<file path="config.mk">
export PLATFORM = sky130hd
export DESIGN_NAME = lowpass_iir_multichannel
export DESIGN_NICKNAME = d
export VERILOG_FILES = /design/src/rtl/lowpass_iir_multichannel.sv
export SDC_FILE = /design/constraint.sdc
export NUM_CORES = 1
export LEC_CHECK = 0
export ABC_AREA = 1
export CAP_MARGIN = 30
export CORE_MARGIN = 3
export CORE_UTILIZATION = 31
export CTS_CLUSTER_DIAMETER = 150
export DETAILED_ROUTE_END_ITERATION = 8
export PLACE_DENSITY = 0.53
export SLEW_MARGIN = 5
export SYNTH_ARGS = -nofsm -noshare
export SYNTH_HDL_FRONTEND = slang
export SYNTH_SLANG_ARGS = --single-unit
</file>
<file path="constraint.sdc">
create_clock -name qzt_clk -period 21.1 [get_ports qzt_clk]
set_clock_uncertainty 0.05 [all_clocks]
set_input_delay 5.275 -clock qzt_clk [delete_from_list [all_inputs] [get_ports qzt_clk]]
set_output_delay 5.275 -clock qzt_clk [all_outputs]
set_load 0.02 [all_outputs]
</file>
<file path="src/rtl/lowpass_iir_multichannel.sv">
// Time-multiplexed first-order IIR low-pass for several ADC channels, with an optional second
// cascaded stage. One (channel, stage) accumulator is updated per qzt_clk cycle after each sample strobe.
module lowpass_iir_multichannel #(
   parameter int WIDTH  = 20,
   parameter int NCH    = 4,
   parameter int KW     = 4,
   parameter int FRAC   = 8,
   parameter int STAGES = 1
) (
   input  logic                   qzt_clk,
   input  logic                   reset,
   input  logic                   clk_in,
   input  logic [KW-1:0]          k,
   input  logic                   bypass,
   input  logic                   overrun_clr,
   input  logic [NCH*WIDTH-1:0]   Vin,
   output logic [NCH*WIDTH-1:0]   Vout,
   output logic                   out_valid,
   output logic                   busy,
   output logic                   overrun
);

   localparam int AW = WIDTH + FRAC;
   localparam int DW = AW + 1;
   localparam int NS = NCH * STAGES;
   localparam int CW = $clog2(NCH);
   localparam int IW = (NS > 1) ? $clog2(NS) : 1;
   localparam logic [IW-1:0] LAST_IDX = IW'(NS - 1);

   localparam logic [1:0] IDLE   = 2'd0;
   localparam logic [1:0] SCAN   = 2'd1;
   localparam logic [1:0] UPDATE = 2'd2;

   logic [1:0]              state;
   logic                    clk_in_old;
   logic                    strobe_edge;
   logic [IW-1:0]           idx;
   logic [IW-1:0]           prev_idx;
   logic [CW-1:0]           ch_sel;
   logic                    stage0;
   logic [KW-1:0]           k_lat;
   logic                    bypass_lat;
   logic signed [WIDTH-1:0] vin_lat [NCH];
   logic signed [AW-1:0]    acc [NS];
   logic signed [AW-1:0]    x_in;
   logic signed [AW-1:0]    acc_cur;
   logic signed [AW-1:0]    acc_next;
   logic signed [DW-1:0]    diff;
   logic signed [DW-1:0]    step;

   assign strobe_edge = clk_in & ~clk_in_old;

   // Accumulators are flattened as idx = ch*STAGES + stage, so a stage-1 input sits at idx-1.
   always_comb begin
      ch_sel   = idx[IW-1 -: CW];
      stage0   = (STAGES == 1) ? 1'b1 : ~idx[0];
      prev_idx = idx - 1'b1;
      acc_cur  = acc[idx];
      x_in     = stage0 ? {vin_lat[ch_sel], {FRAC{1'b0}}} : acc[prev_idx];
      diff     = {x_in[AW-1], x_in} - {acc_cur[AW-1], acc_cur};
      step     = diff >>> k_lat;
      acc_next = bypass_lat ? x_in : acc_cur + step[AW-1:0];
   end

   always_ff @(posedge qzt_clk or posedge reset) begin
      if (reset) begin
         state      <= IDLE;
         clk_in_old <= 1'b1;
         idx        <= '0;
         k_lat      <= '0;
         bypass_lat <= 1'b0;
         out_valid  <= 1'b0;
         busy       <= 1'b0;
         overrun    <= 1'b0;
         Vout       <= '0;
         for (int c = 0; c < NCH; c++) vin_lat[c] <= '0;
         for (int i = 0; i < NS; i++) acc[i] <= '0;
      end else begin
         clk_in_old <= clk_in;
         out_valid  <= 1'b0;
         if (strobe_edge && state != IDLE) overrun <= 1'b1;
         else if (overrun_clr) overrun <= 1'b0;

         case (state)
            IDLE: begin
               if (strobe_edge) begin
                  for (int c = 0; c < NCH; c++) vin_lat[c] <= Vin[c*WIDTH +: WIDTH];
                  k_lat      <= k;
                  bypass_lat <= bypass;
                  idx        <= '0;
                  state      <= SCAN;
                  busy       <= 1'b1;
               end
            end
            SCAN: begin
               acc[idx] <= acc_next;
               if (idx == LAST_IDX) begin
                  // The last step is always the final stage of the last channel, so take its fresh value.
                  for (int c = 0; c < NCH - 1; c++)
                     Vout[c*WIDTH +: WIDTH] <= acc[c*STAGES + STAGES - 1][AW-1:FRAC];
                  Vout[(NCH-1)*WIDTH +: WIDTH] <= acc_next[AW-1:FRAC];
                  out_valid <= 1'b1;
                  state     <= UPDATE;
               end else begin
                  idx <= idx + 1'b1;
               end
            end
            UPDATE: begin
               state <= IDLE;
               busy  <= 1'b0;
            end
            default: begin
               state <= IDLE;
               busy  <= 1'b0;
            end
         endcase
      end
   end

endmodule
</file>
==> metrics.txt <==
run status finished clean; worst path required time 21.44 ns; RSZ-0062 raised after global routing no; FP Rows 81; post_cts resized 0; initial DRC count 1038; Hold Crit Class flip-flop to flip-flop; antenna violations before repair 1; Antenna diodes 0; Die Width around 230 um; vias in the first global route 13900; Setup Buffers After CTS 0; overflow left after global routing 0; setup violators final 0; root buffer cell clkbuf_16; Top delay family on crit path compound AO/OA/AOI/OAI gates; worst slack, placed 13.48 ns; Max-slew headroom 35.2%; CP Class flip-flop to flip-flop; CTS clk-pin slew, worst paths about 0.070 ns; Worst Path Arrival 8.12 ns; largest family of logic cells by synthesized area simple AND/OR/NAND/NOR gates; Synth Area in XOR/XNOR 1.68%; grt met1 use 26.5%; slowest stage cell, crit path dfrtp_4; full die area 0.0533 sq mm; Post-Synth Adder-Cell Area 4.36%; worst flop-to-flop path startpoint ch_sel[0]; H-Tree Depth 2; vias 14100; Final min period 7.78 ns; most frequent cells in the layout nand2_1, dfrtp_1, o21ai_0, clkdlybuf4s50_1, inv_1; pins over their slew limit 0; synth warn 0; WL/cell 18.3 um; Reg2Reg Depth 35; Min-Delay Startpoint Vout[34]; Post-DRT Antenna Nets 0; Setup crit start kind flip-flop; post-synthesis cell area between 0.015 and 0.02 sq mm; Fmax between 0.1 and 0.15 GHz; CTS buffer count 34; synthesized flop and latch total 265; MaxCap Viol Count 0; ratio of cells with drive above 1 in the final layout 9.90%; Vias/cell 5.01; number of port buffers 171; endpoint class of the critical path flip-flop; io pins 172; Post-Synthesis Cells 2024; Final Hold Violating Endpoints 0; Global Route Usage Sum 19.1%; GR Util met2 between 30% and 40%; CP bufs+invs 3; Core Area between 0.04 and 0.05 sq mm; Cell variety after synth 50; Hold WS 0.424 ns; Crit Path Max Fanout 77; Seq/Total Area, Yosys 42.3%; Period Utilization, post-route 36.9%; # hold bufs at CTS 0; setup ws final 13.32 ns; worst skew pair latency 0.55 ns; Critical Path Max Stage Delay roughly 0.8 ns; global-route wire length before repair ~80000 um; starting density of the core 31.7%; Synth Area in Compound Gates between 10% and 20%; largest net degree at the start of global routing 162; # placed instances 2753; reg2reg setup slack 13.32 ns; WL final 51400 um; hold endpoint Vout[34]; Final #Nets 2269; Layout area overhead 22.2%; mux cell area share after synthesis 5.94%; sum of negative setup slack 0 ns; Crit path top cell by count nand2_1; reg2reg end acc[44]; commonest non-fill, non-tap cell in the layout nand2_1; Clock Tree Buf Depth 3; Synth Area in Simple Gates between 20 and 25%; TritonCTS clock tree built; clk sink count about 270; DRC 0; post-route insts no fill 2815; GP Congestion a little over 1; Post-DP HPWL 38500 um; chip height 231 um; Hold Path Stages 2; GRT busiest layer met2; met3 Use GR 3.18%; syn avg cell area just under 8 sq um; First-pass DRT Iterations 7; Worst Tran Pin Value a little under 1 ns; Syn Nets 2167
flip-flops by register name (all words and copies together) (netlist names):
| name | count |
|---|---|
| bypass_lat | 1 |
| ch_sel | 2 |
| overrun | 1 |
| acc | 111 |
| state | 2 |
| k_lat | 4 |
| vin_lat | 80 |
| Vout | 61 |
| clk_in_old | 1 |
| out_valid | 1 |
| busy | 1 |
synth_stat cells, drive strengths merged:
cell type,n,area share (%)
o211ai,5,0.27
mux2i,3,0.19
buf,61,2.2
o32ai,1,0.056
nor3,6,0.19
o21bai,4,0.19
or2,11,0.44
a32oi,19,1.1
nand3,158,5.3
a211oi,1,0.048
clkbuf,62,1.5
and2,1,0.040
nand2,619,15
a221oi,1,0.056
o221ai,1,0.056
o22ai,20,0.80
o311ai,2,0.11
inv,163,3.9
ha,53,4.2
a2111oi,1,0.056
o21a,2,0.096
nor2,126,3.2
a21oi,81,2.6
xor2,19,1.1
a21boi,2,0.096
xnor2,11,0.62
o31ai,1,0.14
fa,1,0.13
a21o,5,0.24
mux2,80,5.8
o21ai,224,7.2
nand4,7,0.28
a31oi,3,0.12
dfrtp,264,42
nor4,5,0.20
dfstp,1,0.17
tightest hold or removal path: stages, from the launching register on:
cell,delay [ns]
dfrtp_1,0.33
nand2_1,0.06
nand2_1,0.05
area by class of cell:
| class | instances | area [sq um] |
|---|---|---|
| clock buffer | 45 | 972 |
| clock inverter | 16 | 256 |
| fill | 5182 | 30300 |
| inverter | 163 | 622 |
| multi-input combinational | 1473 | 7850 |
| sequential | 265 | 6640 |
| tap | 664 | 831 |
| timing repair buffer | 189 | 1980 |
worst max-delay path by stage:
stage          startpoint      end  slack [ns]  cells past startpoint
2_1_floorplan       reset  Vout[0]        8.48                      1
3_3_place_gp    ch_sel[0]  acc[72]       13.48                     35
3_5_place_dp    ch_sel[0]  acc[44]       13.48                     35
4_1_cts         ch_sel[0]  acc[44]       13.49                     35
5_1_grt         ch_sel[0]  acc[44]       12.80                     35
6_report        ch_sel[0]  acc[44]       13.32                     35
per-stage QoR:
| step | cell area (sq um) | utilization, % |
|---|---|---|
| CTS | 19100 | 38.7 |
| floorplan | 15700 | - |
| global route | 19100 | 38.7 |
| global placement | 17800 | 35.9 |
| detailed placement | 17900 | 36.2 |
| finish | 19100 | 38.7 |
cells by family after synthesis:
| group | count (synthesis) |
|---|---|
| and+or+nand+nor | 933 |
| AOI/OAI and AO/OA | 373 |
| buffers and inverters | 286 |
| DFF | 265 |
| muxes | 83 |
| adders and majority gates | 54 |
| xor gates and xnor gates | 30 |
routing by layer:
layer	up-vias	part of all wire, %
li1	6860	-
met1	6735	47
met2	436	45
met3	83	5.5
met4	0	2.8
met5	-	0
Power is left out: the tool's default activity adds up to more than one toggle a clock period on the data nets, which glitch-free logic cannot reach.
